[src/rtl/softmax_pkg.sv]
// Shared constants for the softmax normaliser: FSM state encodings and default geometry.
package softmax_pkg;

  typedef enum logic [1:0] {
    S_IDLE = 2'd0,
    S_DIV  = 2'd1,
    S_OUT  = 2'd2
  } state_e;

  localparam int SOFTMAX_NUM_INPUTS = 4;
  localparam int SOFTMAX_DATA_WIDTH = 16;
  localparam int SOFTMAX_FRAC_BITS  = 8;

endpackage

[src/rtl/softmax_serial_div.sv]
// Serial restoring divider: {x, FRAC zeros} / d, one quotient bit per cycle, saturated to DATA_WIDTH.
// Define SOFTMAX_NORM_ROUND_EN for round-to-nearest instead of truncation.
module softmax_serial_div #(
  parameter int N          = 24,
  parameter int DATA_WIDTH = 16
) (
  input  logic                  clk,
  input  logic                  rst_n,
  input  logic                  start,
  input  logic [DATA_WIDTH-1:0] x,
  input  logic [DATA_WIDTH-1:0] d,
  output logic                  busy,
  output logic                  done,
  output logic [DATA_WIDTH-1:0] quot
);

  localparam int FRAC  = N - DATA_WIDTH;
  localparam int CNT_W = $clog2(N + 1);

  logic [N-1:0]          num_q;
  logic [N-1:0]          quo_q;
  logic [DATA_WIDTH-1:0] rem_q;
  logic [DATA_WIDTH-1:0] div_q;
  logic [DATA_WIDTH-1:0] quot_q;
  logic [CNT_W-1:0]      cnt_q;
  logic                  busy_q;
  logic                  done_q;

  logic [DATA_WIDTH:0]   rem_sh;
  logic [DATA_WIDTH:0]   rem_sub;
  logic                  qbit;
  logic [DATA_WIDTH-1:0] rem_d;
  logic [N-1:0]          quo_d;
  logic [N:0]            quo_r;
  logic [DATA_WIDTH-1:0] quot_d;

  always_comb begin
    rem_sh  = {rem_q, num_q[N-1]};
    rem_sub = rem_sh - {1'b0, div_q};
    qbit    = (rem_sh >= {1'b0, div_q});
    rem_d   = qbit ? rem_sub[DATA_WIDTH-1:0] : rem_sh[DATA_WIDTH-1:0];
    quo_d   = {quo_q[N-2:0], qbit};
    quo_r   = {1'b0, quo_d};
`ifdef SOFTMAX_NORM_ROUND_EN
    // Round half up using the final remainder: 2*rem >= d.
    if ({rem_d, 1'b0} >= {1'b0, div_q}) begin
      quo_r = quo_r + {{N{1'b0}}, 1'b1};
    end
`endif
    quot_d = (|quo_r[N:DATA_WIDTH]) ? {DATA_WIDTH{1'b1}} : quo_r[DATA_WIDTH-1:0];
  end

  always_ff @(posedge clk) begin
    if (start) begin
      num_q <= {x, {FRAC{1'b0}}};
      quo_q <= '0;
      rem_q <= '0;
      div_q <= d;
    end else if (busy_q) begin
      num_q <= num_q << 1;
      quo_q <= quo_d;
      rem_q <= rem_d;
      if (cnt_q == CNT_W'(1)) begin
        quot_q <= quot_d;
      end
    end
  end

  always_ff @(posedge clk or negedge rst_n) begin
    if (!rst_n) begin
      busy_q <= 1'b0;
      done_q <= 1'b0;
      cnt_q  <= '0;
    end else begin
      done_q <= 1'b0;
      if (start) begin
        busy_q <= 1'b1;
        cnt_q  <= CNT_W'(N);
      end else if (busy_q) begin
        cnt_q <= cnt_q - CNT_W'(1);
        if (cnt_q == CNT_W'(1)) begin
          busy_q <= 1'b0;
          done_q <= 1'b1;
        end
      end
    end
  end

  assign busy = busy_q;
  assign done = done_q;
  assign quot = quot_q;

endmodule

[src/rtl/softmax_normalizer.sv]
// Softmax final stage: divides each latched exp element by the sum and streams Q(FRAC_BITS) results.
// Optional SOFTMAX_NORM_ROUND_EN selects round-to-nearest inside the divider.
module softmax_normalizer
  import softmax_pkg::*;
#(
  parameter int NUM_INPUTS = SOFTMAX_NUM_INPUTS,
  parameter int DATA_WIDTH = SOFTMAX_DATA_WIDTH,
  parameter int FRAC_BITS  = SOFTMAX_FRAC_BITS
) (
  input  logic                             clk,
  input  logic                             rst_n,
  input  logic                             in_valid,
  output logic                             in_ready,
  input  logic [NUM_INPUTS*DATA_WIDTH-1:0] in_vec,
  input  logic [DATA_WIDTH-1:0]            in_sum,
  output logic                             out_valid,
  input  logic                             out_ready,
  output logic [DATA_WIDTH-1:0]            out_data,
  output logic [$clog2(NUM_INPUTS)-1:0]    out_idx,
  output logic                             out_last,
  output logic                             div_zero
);

  localparam int N     = DATA_WIDTH + FRAC_BITS;
  localparam int IDX_W = $clog2(NUM_INPUTS);
  localparam logic [IDX_W-1:0] LAST_IDX = IDX_W'(NUM_INPUTS - 1);

  state_e                state_q;
  logic [DATA_WIDTH-1:0] vec_q [NUM_INPUTS];
  logic [DATA_WIDTH-1:0] sum_q;
  logic [IDX_W-1:0]      idx_q;
  logic [DATA_WIDTH-1:0] out_data_q;
  logic                  out_valid_q;
  logic                  out_last_q;
  logic                  div_zero_q;

  logic                  accept;
  logic                  hs;
  logic                  is_last;
  logic                  div_start;
  logic                  div_busy;
  logic                  div_done;
  logic [DATA_WIDTH-1:0] div_x;
  logic [DATA_WIDTH-1:0] div_d;
  logic [DATA_WIDTH-1:0] div_quot;

  assign in_ready = (state_q == S_IDLE);
  assign accept   = in_valid && in_ready;
  assign hs       = out_valid_q && out_ready;
  assign is_last  = (idx_q == LAST_IDX);

  // Element 0 is fed straight from the input on accept; later elements come from the latch.
  assign div_x     = accept ? in_vec[DATA_WIDTH-1:0] : vec_q[idx_q + IDX_W'(1)];
  assign div_d     = accept ? in_sum : sum_q;
  assign div_start = !div_busy &&
                     ((accept && (in_sum != '0)) || (hs && !is_last && !div_zero_q));

  softmax_serial_div #(
    .N          (N),
    .DATA_WIDTH (DATA_WIDTH)
  ) u_div (
    .clk   (clk),
    .rst_n (rst_n),
    .start (div_start),
    .x     (div_x),
    .d     (div_d),
    .busy  (div_busy),
    .done  (div_done),
    .quot  (div_quot)
  );

  always_ff @(posedge clk) begin
    if (accept) begin
      for (int i = 0; i < NUM_INPUTS; i++) begin
        vec_q[i] <= in_vec[i*DATA_WIDTH +: DATA_WIDTH];
      end
      sum_q <= in_sum;
    end
  end

  always_ff @(posedge clk or negedge rst_n) begin
    if (!rst_n) begin
      state_q     <= S_IDLE;
      idx_q       <= '0;
      out_data_q  <= '0;
      out_valid_q <= 1'b0;
      out_last_q  <= 1'b0;
      div_zero_q  <= 1'b0;
    end else begin
      case (state_q)
        S_IDLE: begin
          if (accept) begin
            idx_q      <= '0;
            out_last_q <= 1'b0;
            if (in_sum == '0) begin
              div_zero_q  <= 1'b1;
              out_data_q  <= '0;
              out_valid_q <= 1'b1;
              state_q     <= S_OUT;
            end else begin
              div_zero_q <= 1'b0;
              state_q    <= S_DIV;
            end
          end
        end
        S_DIV: begin
          if (div_done) begin
            out_data_q  <= div_quot;
            out_valid_q <= 1'b1;
            out_last_q  <= is_last;
            state_q     <= S_OUT;
          end
        end
        S_OUT: begin
          if (hs) begin
            if (is_last) begin
              out_valid_q <= 1'b0;
              out_last_q  <= 1'b0;
              state_q     <= S_IDLE;
            end else begin
              idx_q <= idx_q + IDX_W'(1);
              if (div_zero_q) begin
                out_last_q <= ((idx_q + IDX_W'(1)) == LAST_IDX);
              end else begin
                out_valid_q <= 1'b0;
                state_q     <= S_DIV;
              end
            end
          end
        end
        default: state_q <= S_IDLE;
      endcase
    end
  end

  assign out_valid = out_valid_q;
  assign out_data  = out_data_q;
  assign out_idx   = idx_q;
  assign out_last  = out_last_q;
  assign div_zero  = div_zero_q;

endmodule
[config.mk]
export PLATFORM = sky130hd
export DESIGN_NAME = softmax_normalizer
export DESIGN_NICKNAME = d
export VERILOG_FILES = /design/src/rtl/softmax_pkg.sv /design/src/rtl/softmax_serial_div.sv /design/src/rtl/softmax_normalizer.sv
export SDC_FILE = /design/constraint.sdc
export NUM_CORES = 1
export LEC_CHECK = 0
export BUFFER_PORTS_ARGS = -buffer_cell sky130_fd_sc_hd__buf_2
export CAP_MARGIN = 0
export CORE_MARGIN = 3
export CORE_UTILIZATION = 40
export DETAILED_ROUTE_END_ITERATION = 10
export HOLD_SLACK_MARGIN = 0.15
export PLACE_DENSITY = 0.73
export SLEW_MARGIN = 15
export SYNTH_ARGS = -nofsm -noshare
export SYNTH_HDL_FRONTEND = slang
export SYNTH_SLANG_ARGS = --single-unit
[constraint.sdc]
create_clock -name clk -period 4.1 [get_ports clk]
set_input_delay 0.615 -clock clk [delete_from_list [all_inputs] [get_ports clk]]
set_output_delay 0.615 -clock clk [all_outputs]
set_load 0.02 [all_outputs]
==> results of run 1 <==
==> cell usage after synthesis (all sizes together), types with 19 or more instances <==
master	n	share of area (%)
nand2	58	2.6
dfxtp	55	13
ha	24	3.5
nand3	23	1.4
inv	47	2.1
clkbuf	26	1.1
a22o	24	2.5
a21oi	23	1.4
dfrtp	30	8.8
or2	19	1.4
edfxtp	112	39
o21ai	47	2.8
==> cell type report <==
class	instances	area, µm²
Multi-Input combinational cell	394	2990
Clock inverter	15	195
Clock buffer	17	425
Tap cell	270	338
Timing Repair Buffer	113	586
Inverter	47	176
Fill cell	1825	10600
Sequential cell	197	5220
==> final timing paths <==
check	start	endpoint	slack, ps	cells past startpoint
setup / recovery	u_div.div_q[12]	u_div.rem_q[10]	1190	8
hold / removal	rst_n	out_idx[1]	220	1
setup reg to reg	u_div.div_q[12]	u_div.rem_q[10]	1190	8
hold reg to reg	sum_q[7]	sum_q[7]	480	1
max in group asynchronous	rst_n	u_div.cnt_q[0]	3420	1
min in group clk	in_vec[43]	vec_q[2][11]	340	1
==> power breakdown <==
| part | leakage (nW) | internal (W) | switching [W] |
|---|---|---|---|
| logic | 1.77 | 0.00115 | 0.00149 |
| clock network | 0.301 | 0.000844 | 0.000859 |
| registers | 1.91 | 0.00282 | 0.000315 |
==> state kept, by name, summed over array words and instances (netlist names), 5 cells and up <==
register,cells
vec_q,64
u_div.quo_q,23
out_data,16
sum_q,16
u_div.div_q,16
u_div.num_q,16
u_div.quot,16
u_div.rem_q,16
u_div.cnt_q,5
==> per-stage QoR <==
stage                     hold WS (ps)  utilization, %  worst slack (ps)
after floorplan                    319               -              70.5
after global placement             456            45.2              1150
after detailed placement           459            45.2              1140
after CTS                          231            48.3              1220
after global routing               263            48.3              1010
final                              223            48.3              1190
==> cells in the final DEF (no fill, tap or decap), types with 4 or more instances in the layout <==
cell,count
and2_1,4
a21o_1,5
inv_1,46
nand2_1,56
edfxtp_1,112
clkinv_8,4
a21oi_1,23
o21ai_0,45
or2_2,18
dfrtp_1,30
nor3_1,6
xnor2_1,9
a22o_1,24
xor2_1,6
buf_4,8
o221ai_1,4
nand3_1,23
buf_2,105
nor2_1,15
mux2_2,16
ha_1,24
nand2b_1,4
dfxtp_1,55
o211ai_1,13
mux4_2,16
o31ai_1,4
mux2i_1,17
nand4_1,5
inv_12,4
nor4_1,7
clkbuf_16,17
==> metal layers <==
metal	share of wire, %	vias to the layer above	routed length, µm	GRT usage (%)
met1	47	2591	7820	19.8
met5	0	-	0	0
met4	1.0	0	174	4.41
met3	5.3	14	883	4.12
met2	47	152	7770	23.1
li1	-	2684	-	-
==> critical path, stage by stage (launching register included) <==
cell and delay [ps]:
edfxtp_1 340, inv_1 40, ha_1 440, nand4_1 180
or2_0 260, nor3b_1 270, a21boi_2 660, o21ai_0 340
o221ai_1 260
==> cells by family (layout without fill, tap and decap cells) <==
kind of cell / count (synthesis) / after routing / share of synthesized area [%]
muxes: 49 / 49 / 8.34
AOI/OAI and AO/OA: 154 / 154 / 12.5
buffers and inverters: 82 / 192 / 3.92
adders and majority gates: 25 / 25 / 3.76
xor gates and xnor gates: 15 / 15 / 1.54
and+or+nand+nor: 151 / 151 / 8.73
DFF: 197 / 197 / 61.2
==> impl_results.md, run 1 <==
- Tmin final: slightly below 3000 ps
- Final setup violation count: 0
- Port bufs: 105
- MaxCap Viol Count: 0
- CTS tree: yes
- Largest net degree at the start of global routing: 67
- Prevailing post-synth register cell: edfxtp_1
- Worst slew pin tran: 817 ps
- Final wirelength: 16.7 mm
- Initial Util: 41.5%
- Total grt overflow: 0
- Area growth from synthesis to layout: 16.4%
- Power Dens Cells: ~750 nW/µm²
- GP Congestion: 0.894
- Via/cell ratio: between 5 and 6
- Leakage Power: 3.99 nW
- Clock H-tree levels: 4
- Die Height: 152 µm
- CTS Sinks: 197
- Core area: 20600 µm²
- Vias in the first global route: 5496
- Number of flops mapped to enable cells by yosys: 112
- Fin Setup TNS: 0 ps
- Slew headroom: 45.5%
- Async S/R FF share, synth: 15.2%
- Crit path max fanout: 13
- Post_cts resized: 0
- Worst min path class: input port to async pin
- Post-synthesis register bit count: slightly below 200
- Fin cells: 1053
- Vias: roughly 5.4k
- Post-cts hold buffer count: 0
- Final Max Tran Viols: 0
- Total GRT Usage: 14.7%
- Peak VDD IR: approximately 0.4 mV
- Outcome: complete, no violations
- Critical path class: flop to flop
- Layout cells sized above 1: a little over a quarter
- Residual DRC: 0
- Reg clk slew, reported paths: around 90 ps
- Syn Inst Count: 673
- Root Driver: clkbuf_16
- Setup Skew: 23.4 ps
- Initial antenna violation count: 0
- DRT Pass-1 Iters: 5
- RSZ-0062 raised after global routing: no
- IO Count: 106
- Fmax: 344 MHz
- Crit path DAT: 3250 ps
- Syn_nets: 782
- Clk Latency, worst-skew pair: 450 ps
- Antenna cell count: 0
- Tot Pwr: 0.00748 W
- Worst EP required: approximately 4500 ps
- NumNets Final: 879
- Placed cell area: about 9300 µm²
- WL per Instance: 15.8 µm
- Full die area: 23100 µm²
- Inst Count DP: 1021
- Detail Placement HPWL: roughly 12 mm
- Crit end category: flop
- # rows: 52
- Yosys warns: 0
- CP startpoint kind: flop
- Antenna viol nets, final: 0
- Tcrit/Tclk final: 71.0%
- Post-synthesis cell area: 8520 µm²
- Post-CTS Repair Setup Buffers: 0
- Die W: 152 µm
- Final Cell Area: ~9900 µm²
- Final Hold Viols: 0
- First-pass GRT wire length: 27.7 mm
- Drt initial violations: 290
- CTS buffer count: 17
- Sequential cell area fraction in the yosys report: between 60% and 70%
- CTS max path bufs: 2
- Syn avg cell area: 12.7 µm²
- Netlist cell types: 62
Power figures use the tool's default switching activity.
==> run 2: changes to the inputs <==
PLACE_DENSITY = 0.71   (was 0.73)
clock period = 2.75 ns   (was 4.1 ns; I/O delays follow)
==> impl_results.md, run 2 (synthesized netlist as in run 1, its figures left out) <==
- Filler Cells Inserted: 1787 (was 1825)
- Initial antenna violation count: 0 (unchanged)
- CTS max path bufs: 2 (unchanged)
- Total grt overflow: 0 (unchanged)
- Vias: 5711 (was 5441)
- Crit end category: flop (unchanged)
- Multi-input gate area: 3010 µm² (was 2990 µm²)
- Post_cts resized: 0 (unchanged)
- Crit path DAT: 2820 ps (was 3250 ps)
- First-pass GRT wire length: 28.1 mm (was 27.7 mm)
- # rows: 52 (unchanged)
- Full die area: 23100 µm² (unchanged)
- Max FFs per register: 64 (unchanged)
- WP buf/inv: 2 (was 1)
- Peak VDD IR: 0.627 mV (was 0.390 mV)
- Final wirelength: 17.0 mm (was 16.7 mm)
- Detail Placement HPWL: 11.5 mm (was 11.7 mm)
- GP Congestion: 0.854 (was 0.894)
- Power Dens Cells: 1070 nW/µm² (was 753 nW/µm²)
- Worst EP required: 3070 ps (was 4450 ps)
- CTS tree: yes (unchanged)
- Fmax: 399 MHz (was 344 MHz)
- Total GRT Usage: 14.8% (was 14.7%)
- MaxCap Viol Count: 0 (unchanged)
- Outcome: complete, no violations (unchanged)
- Slew headroom: 49.5% (was 45.5%)
- Antenna viol nets, final: 0 (unchanged)
- Commonest non-fill, non-tap cell in the layout: edfxtp_1 (unchanged)
- Port bufs: 105 (unchanged)
- Final Util: 51.0% (was 48.3%)
- Tot Pwr: 0.0112 W (was 0.00748 W)
- Final Max Tran Viols: 0 (unchanged)
- Final Cell Area: 10500 µm² (was 9920 µm²)
- Final Hold Viols: 0 (unchanged)
- Largest regs: vec_q (64), u_div.quo_q (23) (unchanged)
- CTS Sinks: 197 (unchanged)
- Root Driver: clkbuf_16 (unchanged)
- Setup Skew: 18.5 ps (was 23.4 ps)
- Die W: 152 µm (unchanged)
- Via/cell ratio: 5.15 (was 5.17)
- Residual DRC: 0 (unchanged)
- Final setup violation count: 0 (unchanged)
- Slowest-stage cell, CP: ha_1 (was a21boi_2)
- Die Height: 152 µm (unchanged)
- Core area: 20600 µm² (unchanged)
- RSZ-0062 raised after global routing: no (unchanged)
- Initial Util: 41.5% (unchanged)
- Crit path max fanout: 8 (was 13)
- Clock H-tree levels: 4 (unchanged)
- Worst min path class: input port to flop (was input port to async pin)
- Tcrit/Tclk final: 91.2% (was 71.0%)
- Area growth from synthesis to layout: 22.9% (was 16.4%)
- Reg with most FFs: vec_q (unchanged)
- WL per Instance: 15.3 µm (was 15.8 µm)
- Slowest Stage Delay on Critical Path: 400 ps (was 660 ps)
- IO Count: 106 (unchanged)
- CP startpoint kind: flop (unchanged)
- Reg clk slew, reported paths: 80 ps (was 90 ps)
- CP Cell Sequence: inv_1 -> ha_1 -> nand3_1 -> or3_4 -> o31ai_2 -> a221o_2 -> buf_12 -> nor3_2 -> a221o_1 (was inv_1 -> ha_1 -> nand4_1 -> or2_0 -> nor3b_1 -> a21boi_2 -> o21ai_0 -> o221ai_1)
- Placed cell area: 9500 µm² (was 9300 µm²)
- Vias in the first global route: 5700 (was 5496)
- Clk Latency, worst-skew pair: 430 ps (was 450 ps)
- Critical path class: flop to flop (unchanged)
- CTS buffer count: 17 (unchanged)
- Worst slew pin tran: 758 ps (was 817 ps)
- DRT Pass-1 Iters: 5 (unchanged)
- Most frequent cells in the layout: edfxtp_1, buf_2, nand2_1 (unchanged)
- Drt initial violations: 415 (was 290)
- Register area: 5220 µm² (unchanged)
- Tmin final: 2510 ps (was 2910 ps)
- Largest net degree at the start of global routing: 63 (was 67)
- NumNets Final: 934 (was 879)
- Leakage Power: 4.21 nW (was 3.99 nW)
- Worst path top cell family by delay: compound AO/OA/AOI/OAI gates (unchanged)
- Layout cells sized above 1: 27.6% (was 26.7%)
- Antenna cell count: 0 (unchanged)
[run 2: cell count changes in the layout (fill, tap and decap cells not counted), moves of 2 or more]
cell           previous run  this run
dlygate4sd3_1             0        38
buf_4                     8        20
buf_12                    0         5
clkinvlp_4                0         5
inv_6                     1         6
inv_1                    46        42
inv_12                    4         0
clkinv_8                  4         2
[run 2: worst paths after layout]
kind / to / depth (start not counted) / slack, ps / from
max: u_div.rem_q[2] / 9 / 240 / u_div.div_q[10]
min: vec_q[3][13] / 1 / 170 / in_vec[61]
max reg2reg: u_div.rem_q[2] / 9 / 240 / u_div.div_q[10]
min reg2reg: out_data[11] / 2 / 470 / u_div.quot[11]
max in group asynchronous: out_last / 2 / 1760 / rst_n
min in group asynchronous: out_data[10] / 2 / 540 / rst_n
[run 2: repair_timing]
item,in CTS,in global routing
hold endpoints to repair,60,7
setup buffers,0,2
setup endpoints to repair,0,2
hold buffers,31,7
[run 2: report_power, final]
part / total, W / switching (W) / internal (W)
sequential: 0.00465 / 0.000459 / 0.00419
clock: 0.00239 / 0.00118 / 0.00121
combinational: 0.00419 / 0.00226 / 0.00193
total: 0.0112 / 0.00390 / 0.00733
[run 2: per-stage QoR]
stage / worst slack [ps] / hold WS (ps) / setup TNS, ps / std cells
2_1_floorplan: -322 / 117 / -11980 / 673
3_3_place_gp: 259 / 454 / 0 / 1036
3_5_place_dp: 202 / 460 / 0 / 1036
4_1_cts: 173 / 151 / 0 / 1099
5_1_grt: 90.1 / 150 / 0 / 1108
6_report: 242 / 166 / 0 / 1108
[run 2: routing by layer]
| layer | global-route usage, % | vias to the layer above | routed length, µm |
|---|---|---|---|
| li1 | - | 2801 | - |
| met4 | 5.18 | 0 | 299 |
| met2 | 23.2 | 166 | 7970 |
| met5 | 0 | - | 0 |
| met1 | 20.4 | 2721 | 7890 |
| met3 | 3.36 | 23 | 802 |
[run 2: layout make-up]
type,count,share of cell area [%]
sequential,197,49.8
multi-input combinational,394,28.7
timing repair buffer,168,11.0
clock buffer,18,4.13
tap,270,3.22
inverter,47,1.79
clock inverter,14,1.30
==> run 3: changes to the inputs <==
CORE_MARGIN = 1   (was 3)
==> impl_results.md, run 3 (synthesized netlist as in run 1, its figures left out) <==
- Failing checks: DRC
- Slowest-stage cell, CP: ha_1 (unchanged)
- Drt initial violations: 352 (was 415)
- WL per Instance: 15.1 µm (was 15.3 µm)
- Min-Delay Startpoint: in_vec[3] (was in_vec[61])
- Root Driver: clkbuf_16 (unchanged)
- Vias in the first global route: 5412 (was 5700)
- Antenna cell count: 0 (unchanged)
- Slew headroom: 46.2% (was 49.5%)
- Final Hold Viols: 0 (unchanged)
- Port bufs: 105 (unchanged)
- Total GRT Usage: 16.2% (was 14.8%)
- Peak VDD IR: 0.590 mV (was 0.627 mV)
- Max FFs per register: 64 (unchanged)
- NumNets Final: 948 (was 934)
- CTS tree: yes (unchanged)
- Detail Placement HPWL: 11.0 mm (was 11.5 mm)
- Worst slew pin tran: 806 ps (was 758 ps)
- Filler Cells Inserted: 1845 (was 1787)
- Worst EP required: 3080 ps (was 3070 ps)
- Die W: 148 µm (was 152 µm)
- R2r endpoint: u_div.rem_q[1] (was u_div.rem_q[2])
- CTS buffer count: 17 (unchanged)
- Outcome: complete, but fails checks (was complete, no violations)
- MaxCap Viol Count: 0 (unchanged)
- Hold Path Stages: 1 (unchanged)
- Crit end category: flop (unchanged)
- IO Count: 106 (unchanged)
- Slowest Stage Delay on Critical Path: 430 ps (was 400 ps)
- Final Max Tran Viols: 0 (unchanged)
- CP startpoint kind: flop (unchanged)
- Full die area: 21900 µm² (was 23100 µm²)
- Via/cell ratio: 5.09 (was 5.15)
- Leakage Power: 4.26 nW (was 4.21 nW)
- Flop2flop setup slack: 240 ps (about the same)
- Fin Setup TNS: 0 ps (unchanged)
- Clock H-tree levels: 4 (unchanged)
- Multi-input gate area: 3010 µm² (unchanged)
- CTS Sinks: 197 (unchanged)
- Most frequent cells in the layout: edfxtp_1, buf_2, nand2_1, dlygate4sd3_1, dfxtp_1 (was edfxtp_1, buf_2, nand2_1)
- Final Cell Area: 10600 µm² (was 10500 µm²)
- Crit path DAT: 2840 ps (was 2820 ps)
- Power Dens Cells: 1070 nW/µm² (about the same)
- Crit path from: u_div.div_q[12] (was u_div.div_q[10])
- Die Height: 148 µm (was 152 µm)
- Tcrit/Tclk final: 91.3% (was 91.2%)
- Initial Util: 40.7% (was 41.5%)
- Total grt overflow: 0 (unchanged)
- Post_cts resized: 0 (unchanged)
- GP Congestion: 0.836 (was 0.854)
- FF-to-FF Start: u_div.div_q[12] (was u_div.div_q[10])
- Area growth from synthesis to layout: 24.7% (was 22.9%)
- Setup Skew: 9.65 ps (was 18.5 ps)
- RSZ-0062 raised after global routing: no (unchanged)
- CTS max path bufs: 2 (unchanged)
- Core area: 21000 µm² (was 20600 µm²)
- Reg clk slew, reported paths: 70 ps (was 80 ps)
- DRT Pass-1 Iters: 9 (was 5)
- Worst min path class: input port to flop (unchanged)
- Placed cell area: 9430 µm² (was 9500 µm²)
- Antenna viol nets, final: 0 (unchanged)
- Commonest non-fill, non-tap cell in the layout: edfxtp_1 (unchanged)
- R2R depth: 9 (unchanged)
- Final setup violation count: 0 (unchanged)
- Crit path max fanout: 10 (was 8)
- Vias: 5741 (was 5711)
- First-pass GRT wire length: 27.5 mm (was 28.1 mm)
- Layout cells sized above 1: 26.5% (was 27.6%)
- Worst Hold Path EP: vec_q[0][3] (was vec_q[3][13])
- Tmin final: 2510 ps (about the same)
- Reg with most FFs: vec_q (unchanged)
- Largest regs: vec_q (64), u_div.quo_q (23) (unchanged)
- Initial antenna violation count: 0 (unchanged)
- Critical path class: flop to flop (unchanged)
- Final wirelength: 17.0 mm (about the same)
- Fmax: 398 MHz (was 399 MHz)
- CP Cell Sequence: inv_1 -> ha_1 -> nand3_1 -> or3_4 -> o31ai_2 -> a221o_2 -> buf_12 -> nor4_1 -> a221o_1 (was inv_1 -> ha_1 -> nand3_1 -> or3_4 -> o31ai_2 -> a221o_2 -> buf_12 -> nor3_2 -> a221o_1)
- Clk Latency, worst-skew pair: 440 ps (was 430 ps)
- Largest net degree at the start of global routing: 66 (was 63)
- # rows: 53 (was 52)
- Register area: 5220 µm² (unchanged)
- Residual DRC: 2 (was 0)
run 3: stage by stage:
stage / setup slack, ps / hold WS (ps) / util, % / std cells / power [W]
after CTS: 166 / 150 / 50.6 / 1124 / 0.0114
after detailed placement: 186 / 459 / 45.0 / 1036 / 0.00873
after floorplan: -322 / 117 / - / 673 / 0.00779
after global routing: 118 / 151 / 50.7 / 1127 / 0.0121
final: 239 / 164 / 50.7 / 1127 / 0.0114
after global placement: 266 / 456 / 45.0 / 1036 / 0.00866
run 3: worst max-delay path, delay by kind of cell (launching register included):
family          cells  cell delay (ps)
compound gates      3              860
simple gates        3              600
fa+ha+maj           1              430
flops               1              320
buf+inv             2              180
run 3: area by class of cell:
type	count	share of cell area, %
sequential	197	49.1
multi-input combinational	394	28.3
timing repair buffer	182	11.9
clock buffer	17	4.00
tap	275	3.24
inverter	47	1.77
clock inverter	15	1.67
run 3: worst max path at each step:
stage | end | cells past startpoint | slack (ps)
floorplan | u_div.cnt_q[3] | 9 | -320
global placement | u_div.rem_q[10] | 8 | 270
detailed placement | u_div.rem_q[10] | 8 | 190
CTS | u_div.rem_q[10] | 8 | 170
global route | u_div.rem_q[2] | 9 | 120
finish | u_div.rem_q[1] | 9 | 240
run 3: per-layer routing:
layer	vias up	GRT usage (%)	wire [µm]
li1	2823	-	-
met1	2757	21.9	8020
met2	144	25.7	8180
met3	17	3.24	643
met4	0	6.19	197
met5	-	0	0
run 3: where the power goes:
group	switching [W]	internal, W
Combinational	0.00228	0.00191
Sequential	0.000469	0.00419
Clock	0.00122	0.00131
run 3: repair_timing:
action,CTS,global route
hold endpoints to repair,85,0
endpoints found under the setup margin,0,3
hold buffers,56,0
setup buffers,0,3
